File: src/rtl/front_end_mp.sv
// Multi-port front end for the iob cache: round-robin arbitration over N_PORTS
// native requesters, one registered request held toward the data or control path.
`ifndef CTRL_ADDR_W
`define CTRL_ADDR_W 4
`endif

module front_end_mp #(
    parameter int FE_ADDR_W  = 32,
    parameter int FE_DATA_W  = 32,
    parameter int FE_NBYTES  = FE_DATA_W / 8,
    parameter int FE_BYTE_W  = $clog2(FE_NBYTES),
    parameter int N_PORTS    = 2,
    parameter int CTRL_CACHE = 0
) (
    input  logic                                        clk_i,
    input  logic                                        rst_n_i,
    input  logic [N_PORTS-1:0]                          valid_i,
    input  logic [N_PORTS*(CTRL_CACHE+FE_ADDR_W)-1:0]   addr_i,
    input  logic [N_PORTS*FE_DATA_W-1:0]                wdata_i,
    input  logic [N_PORTS*FE_NBYTES-1:0]                wstrb_i,
    output logic [N_PORTS-1:0]                          ready_o,
    output logic [N_PORTS*FE_DATA_W-1:0]                rdata_o,
    output logic [((N_PORTS > 1) ? $clog2(N_PORTS) : 1)-1:0] grant_o,
    output logic                                        busy_o,
    output logic                                        data_valid_o,
    output logic [FE_ADDR_W-FE_BYTE_W-1:0]              data_addr_o,
    output logic [FE_DATA_W-1:0]                        data_wdata_o,
    output logic [FE_NBYTES-1:0]                        data_wstrb_o,
    input  logic [FE_DATA_W-1:0]                        data_rdata_i,
    input  logic                                        data_ready_i,
    output logic                                        ctrl_valid_o,
    output logic [`CTRL_ADDR_W-1:0]                     ctrl_addr_o,
    input  logic [FE_DATA_W-1:0]                        ctrl_rdata_i,
    input  logic                                        ctrl_ready_i
);
    localparam int GW  = (N_PORTS > 1) ? $clog2(N_PORTS) : 1;
    localparam int AW  = CTRL_CACHE + FE_ADDR_W;
    localparam int CAW = `CTRL_ADDR_W;

    typedef enum logic {IDLE, BUSY} state_t;

    logic [N_PORTS-1:0][AW-1:0]        addr_v;
    logic [N_PORTS-1:0][FE_DATA_W-1:0] wdata_v;
    logic [N_PORTS-1:0][FE_NBYTES-1:0] wstrb_v;
    logic [N_PORTS-1:0][FE_DATA_W-1:0] rdata_v;

    assign addr_v  = addr_i;
    assign wdata_v = wdata_i;
    assign wstrb_v = wstrb_i;
    assign rdata_o = rdata_v;

    state_t                 state_q, state_d;
    logic [GW-1:0]          ptr_q, ptr_d, grant_q, grant_d;
    logic                   sel_q, sel_d;
    logic [AW-1:0]          addr_q, addr_d;
    logic [FE_DATA_W-1:0]   wdata_q, wdata_d;
    logic [FE_NBYTES-1:0]   wstrb_q, wstrb_d;

    logic                   win_found, done;
    logic [GW-1:0]          win_idx, ptr_inc;
    logic [GW:0]            cand, ptr_sum;
    logic [FE_DATA_W-1:0]   resp;

    // Rotating search: first valid port at or above ptr, wrapping at N_PORTS.
    always_comb begin
        win_found = 1'b0;
        win_idx   = '0;
        cand      = '0;
        for (int i = 0; i < N_PORTS; i++) begin
            cand = {1'b0, ptr_q} + (GW+1)'(i);
            if (cand >= (GW+1)'(N_PORTS)) cand = cand - (GW+1)'(N_PORTS);
            if (!win_found && valid_i[cand[GW-1:0]]) begin
                win_found = 1'b1;
                win_idx   = cand[GW-1:0];
            end
        end
    end

    assign ptr_sum = {1'b0, grant_q} + (GW+1)'(1);
    assign ptr_inc = (ptr_sum >= (GW+1)'(N_PORTS)) ? '0 : ptr_sum[GW-1:0];
    assign done    = (state_q == BUSY) && (sel_q ? ctrl_ready_i : data_ready_i);
    assign resp    = sel_q ? ctrl_rdata_i : data_rdata_i;

    always_comb begin
        state_d = state_q;
        ptr_d   = ptr_q;
        grant_d = grant_q;
        sel_d   = sel_q;
        addr_d  = addr_q;
        wdata_d = wdata_q;
        wstrb_d = wstrb_q;
        case (state_q)
            IDLE: if (win_found) begin
                state_d = BUSY;
                grant_d = win_idx;
                addr_d  = addr_v[win_idx];
                wdata_d = wdata_v[win_idx];
                wstrb_d = wstrb_v[win_idx];
                sel_d   = (CTRL_CACHE != 0) ? addr_v[win_idx][AW-1] : 1'b0;
            end
            BUSY: if (done) begin
                state_d = IDLE;
                ptr_d   = ptr_inc;
            end
            default: state_d = IDLE;
        endcase
    end

    always_ff @(posedge clk_i or negedge rst_n_i) begin
        if (!rst_n_i) begin
            state_q <= IDLE;
            ptr_q   <= '0;
            grant_q <= '0;
            sel_q   <= 1'b0;
            addr_q  <= '0;
            wdata_q <= '0;
            wstrb_q <= '0;
        end else begin
            state_q <= state_d;
            ptr_q   <= ptr_d;
            grant_q <= grant_d;
            sel_q   <= sel_d;
            addr_q  <= addr_d;
            wdata_q <= wdata_d;
            wstrb_q <= wstrb_d;
        end
    end

    // Completion is steered only to the granted port; every other slice stays 0.
    always_comb begin
        for (int p = 0; p < N_PORTS; p++) begin
            ready_o[p] = done && (grant_q == GW'(p));
            rdata_v[p] = ready_o[p] ? resp : '0;
        end
    end

    assign grant_o      = grant_q;
    assign busy_o       = (state_q == BUSY);
    assign data_valid_o = busy_o && !sel_q;
    assign ctrl_valid_o = busy_o && sel_q;
    assign data_addr_o  = addr_q[FE_ADDR_W-1:FE_BYTE_W];
    assign data_wdata_o = wdata_q;
    assign data_wstrb_o = wstrb_q;

    generate
        if (CTRL_CACHE != 0) begin : g_ctrl
            assign ctrl_addr_o = addr_q[FE_BYTE_W +: CAW];
        end else begin : g_noctrl
            assign ctrl_addr_o = '0;
        end
    endgenerate

    logic unused_addr;
    assign unused_addr = ^addr_q;
endmodule
File: config.mk
export PLATFORM = sky130hd
export DESIGN_NAME = front_end_mp
export DESIGN_NICKNAME = d
export VERILOG_FILES = /design/src/rtl/front_end_mp.sv
export SDC_FILE = /design/constraint.sdc
export NUM_CORES = 1
export LEC_CHECK = 0
export CORE_AREA = 3 3 132 134
export DETAILED_ROUTE_END_ITERATION = 12
export DIE_AREA = 0 0 135 137
export PLACE_DENSITY_LB_ADDON = 0.3
export SETUP_SLACK_MARGIN = 0.4
export SLEW_MARGIN = 10
export SYNTH_ARGS = -nofsm -noshare
export SYNTH_HDL_FRONTEND = slang
export SYNTH_SLANG_ARGS = --single-unit
File: constraint.sdc
create_clock -name clk_i -period 1.65 [get_ports clk_i]
set_input_delay 0.495 -clock clk_i [delete_from_list [all_inputs] [get_ports clk_i]]
set_output_delay 0.495 -clock clk_i [all_outputs]
set_load 0.005 [all_outputs]
======== Word level (Yosys, flattened, before mapping) ========
Cells that the tools add are included.
storage, ports and cells
  flip-flop bits (word level) ............. 71
  bits in latches ......................... 0
  bits in writable memories ............... 0
  memory bits (read-only) ................. 0
  input bits .............................. 206
  output and inout bits ................... 140
  memories ................................ 0
cells by class
  $add $sub $neg .......................... 4
  multipliers ............................. 0
  div/mod/pow operators ................... 0
  order comparisons ....................... 6
  equality and inequality tests ........... 0
  shift operators ......................... 0
  muxes and demuxes ....................... 22
  bitwise operators ....................... 2
  reductions and logical operators ........ 7
operators with widths
  operator                                                                       number
  32-bit 2-to-1 mux                                                              6
  1-bit 2-to-1 mux                                                               13
  4-bit 2-to-1 mux                                                               2
  1-bit by 2-bit less-than comparator with 1-bit output (second input constant)  3
  1-bit by 1-bit adder with 2-bit output (second input constant)                 2
  2-bit >= comparator (second input constant)                                    2
  1-bit logical AND                                                              4
  2-bit AND reduction                                                            2
  1-bit by 2-bit >= comparator with 1-bit output (second input constant)         1
  1-bit NOT                                                                      2
  1-bit one-hot mux with 2 select lines                                          1
  1-bit subtractor (second input constant)                                       2
  1-bit zero test                                                                1

======== Depth between registers and ports, before layout ========
  depth in word-level cells ............... 10
  mapped depth ............................ 7

======== Worst setup path before layout ========
OpenSTA, ideal clock, no wires.
  path type ............................... input -> output
  start point ............................. in data_ready_i
  end point ............................... out rdata_o[10]
  arrival time ............................ 1124 ps
  setup slack ............................. 31 ps
  cell stages on the path ................. 4
  path buffers ............................ 1
  cell sequence ........................... nand2_1 -> nor2_1 -> clkbuf_1 -> and2_1
between the ends
  word-level cells in the longest chain between the ends .. 3
RTL lines
  what               line  source
  start, declared    30    input logic data_ready_i,
  1-bit logical AND  81    assign done = (state_q == BUSY) && (sel_q ? ctrl_ready_i : data_ready_i);
  1-bit logical AND  132   ready_o[p] = done && (grant_q == GW'(p));
  32-bit 2-to-1 mux  133   rdata_v[p] = ready_o[p] ? resp : '0;
  end, declared      22    output logic [N_PORTS*FE_DATA_W-1:0] rdata_o,
No other way between the ends.

======== Worst setup path in the final report ========
  start point ............................. reg state_q, in the netlist busy_o
  end point ............................... out rdata_o[42]
between the ends
  word-level cells in the longest chain between the ends .. 3
RTL lines
  what                    line  source
  start, declared         52    state_t state_q, state_d;
  start signal, assigned  119   state_q <= state_d;
  1-bit logical AND       81
  1-bit logical AND       132
  32-bit 2-to-1 mux       133
No other way between the ends.

==> qor.txt <==
# fillers: 1347
Initial antenna violation count: 0
Clock sink count: 69
Post-synthesis async set-or-reset flop share: 1.000
Critical path class: flop to primary output
Cells after Synth: 466
Die height: 137 um
Post-synthesis adder-cell area fraction: 0
Synthesis-stage register bit count: 69
WL met3: 1871 um
Final WS setup: -506.9 ps
Max-cap violations: 0
Vias in the first global route: 5484
Post-synth EDFFs: 0
Post-route insts no fill: 1089
Yosys cell types: 22
Compound-Gate Fraction of Synth Area: 0.2018
Leading area contributor after synthesis: dfrtp_1
Clk pin slew, worst setup/hold paths: 60 ps
CTS Buf Count: 9
Hold slack: 165.3 ps
Nature of the critical path startpoint: flop
Worst reg-to-reg setup slack: -390 ps
Final TNS setup: -47960 ps
Die W: 135 um
Final Hold Fails: 0
Final Setup Violations: 134
# rows: 47
Hold Path Class: input pin to async pin
Nets: 1072
GRT Overall Usage: 0.2172
Crit-path max cell delay: 410 ps
DR pass1 iterations: 5
Worst VDD drop: 0.0004880 V
P_leak: 4.014 nW
FMAX: 463.6 MHz
Final non-filler cell area: 0.009351 mm2
WL met1: 7738 um
Multi-input gate area: 0.002140 mm2
Main flop type after synthesis: dfrtp_1
CP Cell Sequence: and3_4, buf_12, buf_6, buf_12, buf_16, and2_4, buf_6
Deepest level of the CTS H-tree: 3
Initial Util: 0.2358
DR vias: 5337
Synth Cell Area: 0.003869 mm2
Total grt overflow: 0
RR Startpoint: busy_o
Ant diodes: 0
RSZ-0062 raised after global routing: true
Routed wl met2: 11410 um
PwrDens: 1222 mW/mm2
First-pass GRT wire length: 30870 um
Min Tclk post-route: 2157 ps
Tcrit/Tclk final: 1.307
Drt via density: 4.901
DP Area: 0.007301 mm2
Top layer in use: met4
Worst reg2reg path depth: 12
Largest net degree at the start of global routing: 70
Initial detailed-routing violation count: 362
Top cell type's share of synthesized area: 0.4463
Die Area: 0.01850 mm2
Main combinational cell family by area after synthesis: simple AND/OR/NAND/NOR gates
Core area: 0.01641 mm2
Final Util: 0.5700
Clk_lat worst skew: 330 ps
Dpl hpwl: 12080 um
Placed insts: 958
Layout Area Growth over Synthesis: 141.7%
CP required: 1150 ps
Gp weighted congestion: 0.8919
Post-synthesis mux area share: 0
IO Port Bufs: 303
WL/cell: 19.99 um
Clock Skew: 5.515 ps
Worst Setup End Kind: primary output
Residual DRC: 0
Register area share after synthesis: 0.4463
Mean post-synth cell area: 8.302 um2
Detailed Route WL: 21770 um
CP max-delay cell: dfrtp_2
Synth warn: 0
Status: complete, but fails checks
CTS Root Cell: clkbuf_16
Final ANT Viol Nets: 0
Post-synth top cells: dfrtp_1 (69), nor2_1 (67), a31oi_1 (66), nand3_1 (66), and2_1 (64)
XOR/XNOR Fraction of Synth Area: 0
Reg2reg end: data_wdata_o[12]
Worst endpoint data arrival time: 1660 ps
Synth Area in Simple Gates: 0.2600
Clock buffer depth: 2
Top post-synthesis cells by area: dfrtp_1 (45%), a31oi_1 (11%), and2_1 (10%)
Failing checks: negative setup slack
Crit path max fanout: 6
IO Pins: 346
Most frequent cell after synthesis: dfrtp_1
CTS tree: done
Share of cells above drive strength 1: 0.4430
Register area: 0.001729 mm2
Slew Limit Fails: 0
-- critical path: cells and delay by family, from the launching register on --
family / cells / cell delay (ps)
buffers and inverters: 5 / 580
flip-flops: 1 / 410
AND/OR/NAND/NOR: 2 / 340
-- layer usage --
metal | GRT usage | vias up
met5 | 0 | -
met2 | 0.4002 | 308
met4 | 0.08679 | 0
li1 | - | 2436
met1 | 0.2361 | 2542
met3 | 0.05919 | 51
-- power by group --
part           switching (mW)  internal (mW)
clock                   0.717           1.08
combinational            2.73           4.12
sequential              0.374           2.41
total                    3.82           7.61
-- logic make-up after synthesis --
kind of cell | count (synthesis)
compound gates | 137
buf+inv | 58
flops | 69
other cells | 1
simple gates | 201
-- through the flow --
step	total power, mW	worst slack [ps]
after floorplan	4.650	167.4
after global placement	7.319	-955.4
after detailed placement	7.399	-983.8
after CTS	10.74	-524.0
after global routing	12.06	-549.4
final	11.43	-506.9
-- worst max path at each step --
stage,start,endpoint,cells past startpoint
5_1_grt,busy_o,rdata_o[42],7
3_3_place_gp,data_ready_i,rdata_o[9],7
6_report,busy_o,rdata_o[42],7
3_5_place_dp,data_ready_i,rdata_o[1],7
4_1_cts,grant_o,rdata_o[29],7
2_1_floorplan,data_ready_i,rdata_o[10],4
-- layout by cell type (no fill, tap or decap), types with 29 or more instances in the layout --
cell type,count
a31oi_1,58
and2_4,64
buf_16,29
buf_2,66
buf_4,42
buf_6,105
clkdlybuf4s50_1,164
dfrtp_1,67
nand3_1,66
nor2_1,53
o21ai_0,53
-- sequential cells by signal, summed over array words and instances, names as in the netlist --
name	flops
data_wdata_o	32
addr_q	30
data_wstrb_o	4
busy_o	1
grant_o	1
ptr_q	1
-- area by class of cell --
type                    count  share of cell area
clock buffers              12             0.02743
clock inverters             2            0.001070
inverters                   2           0.0008028
multi-input cells         343              0.2288
flip-flops and latches     69              0.1849
well taps                 220             0.02944
repair buffers            441              0.5276
-- what timing repair did --
item                                    CTS  global route
endpoints found under the setup margin  203           203
pin swaps                                 8             2
gates resized for setup                 663            60
hold buffers                              0             0
buffers inserted                         57            29
cloned                                   28             3
Power figures use the tool's default switching activity.
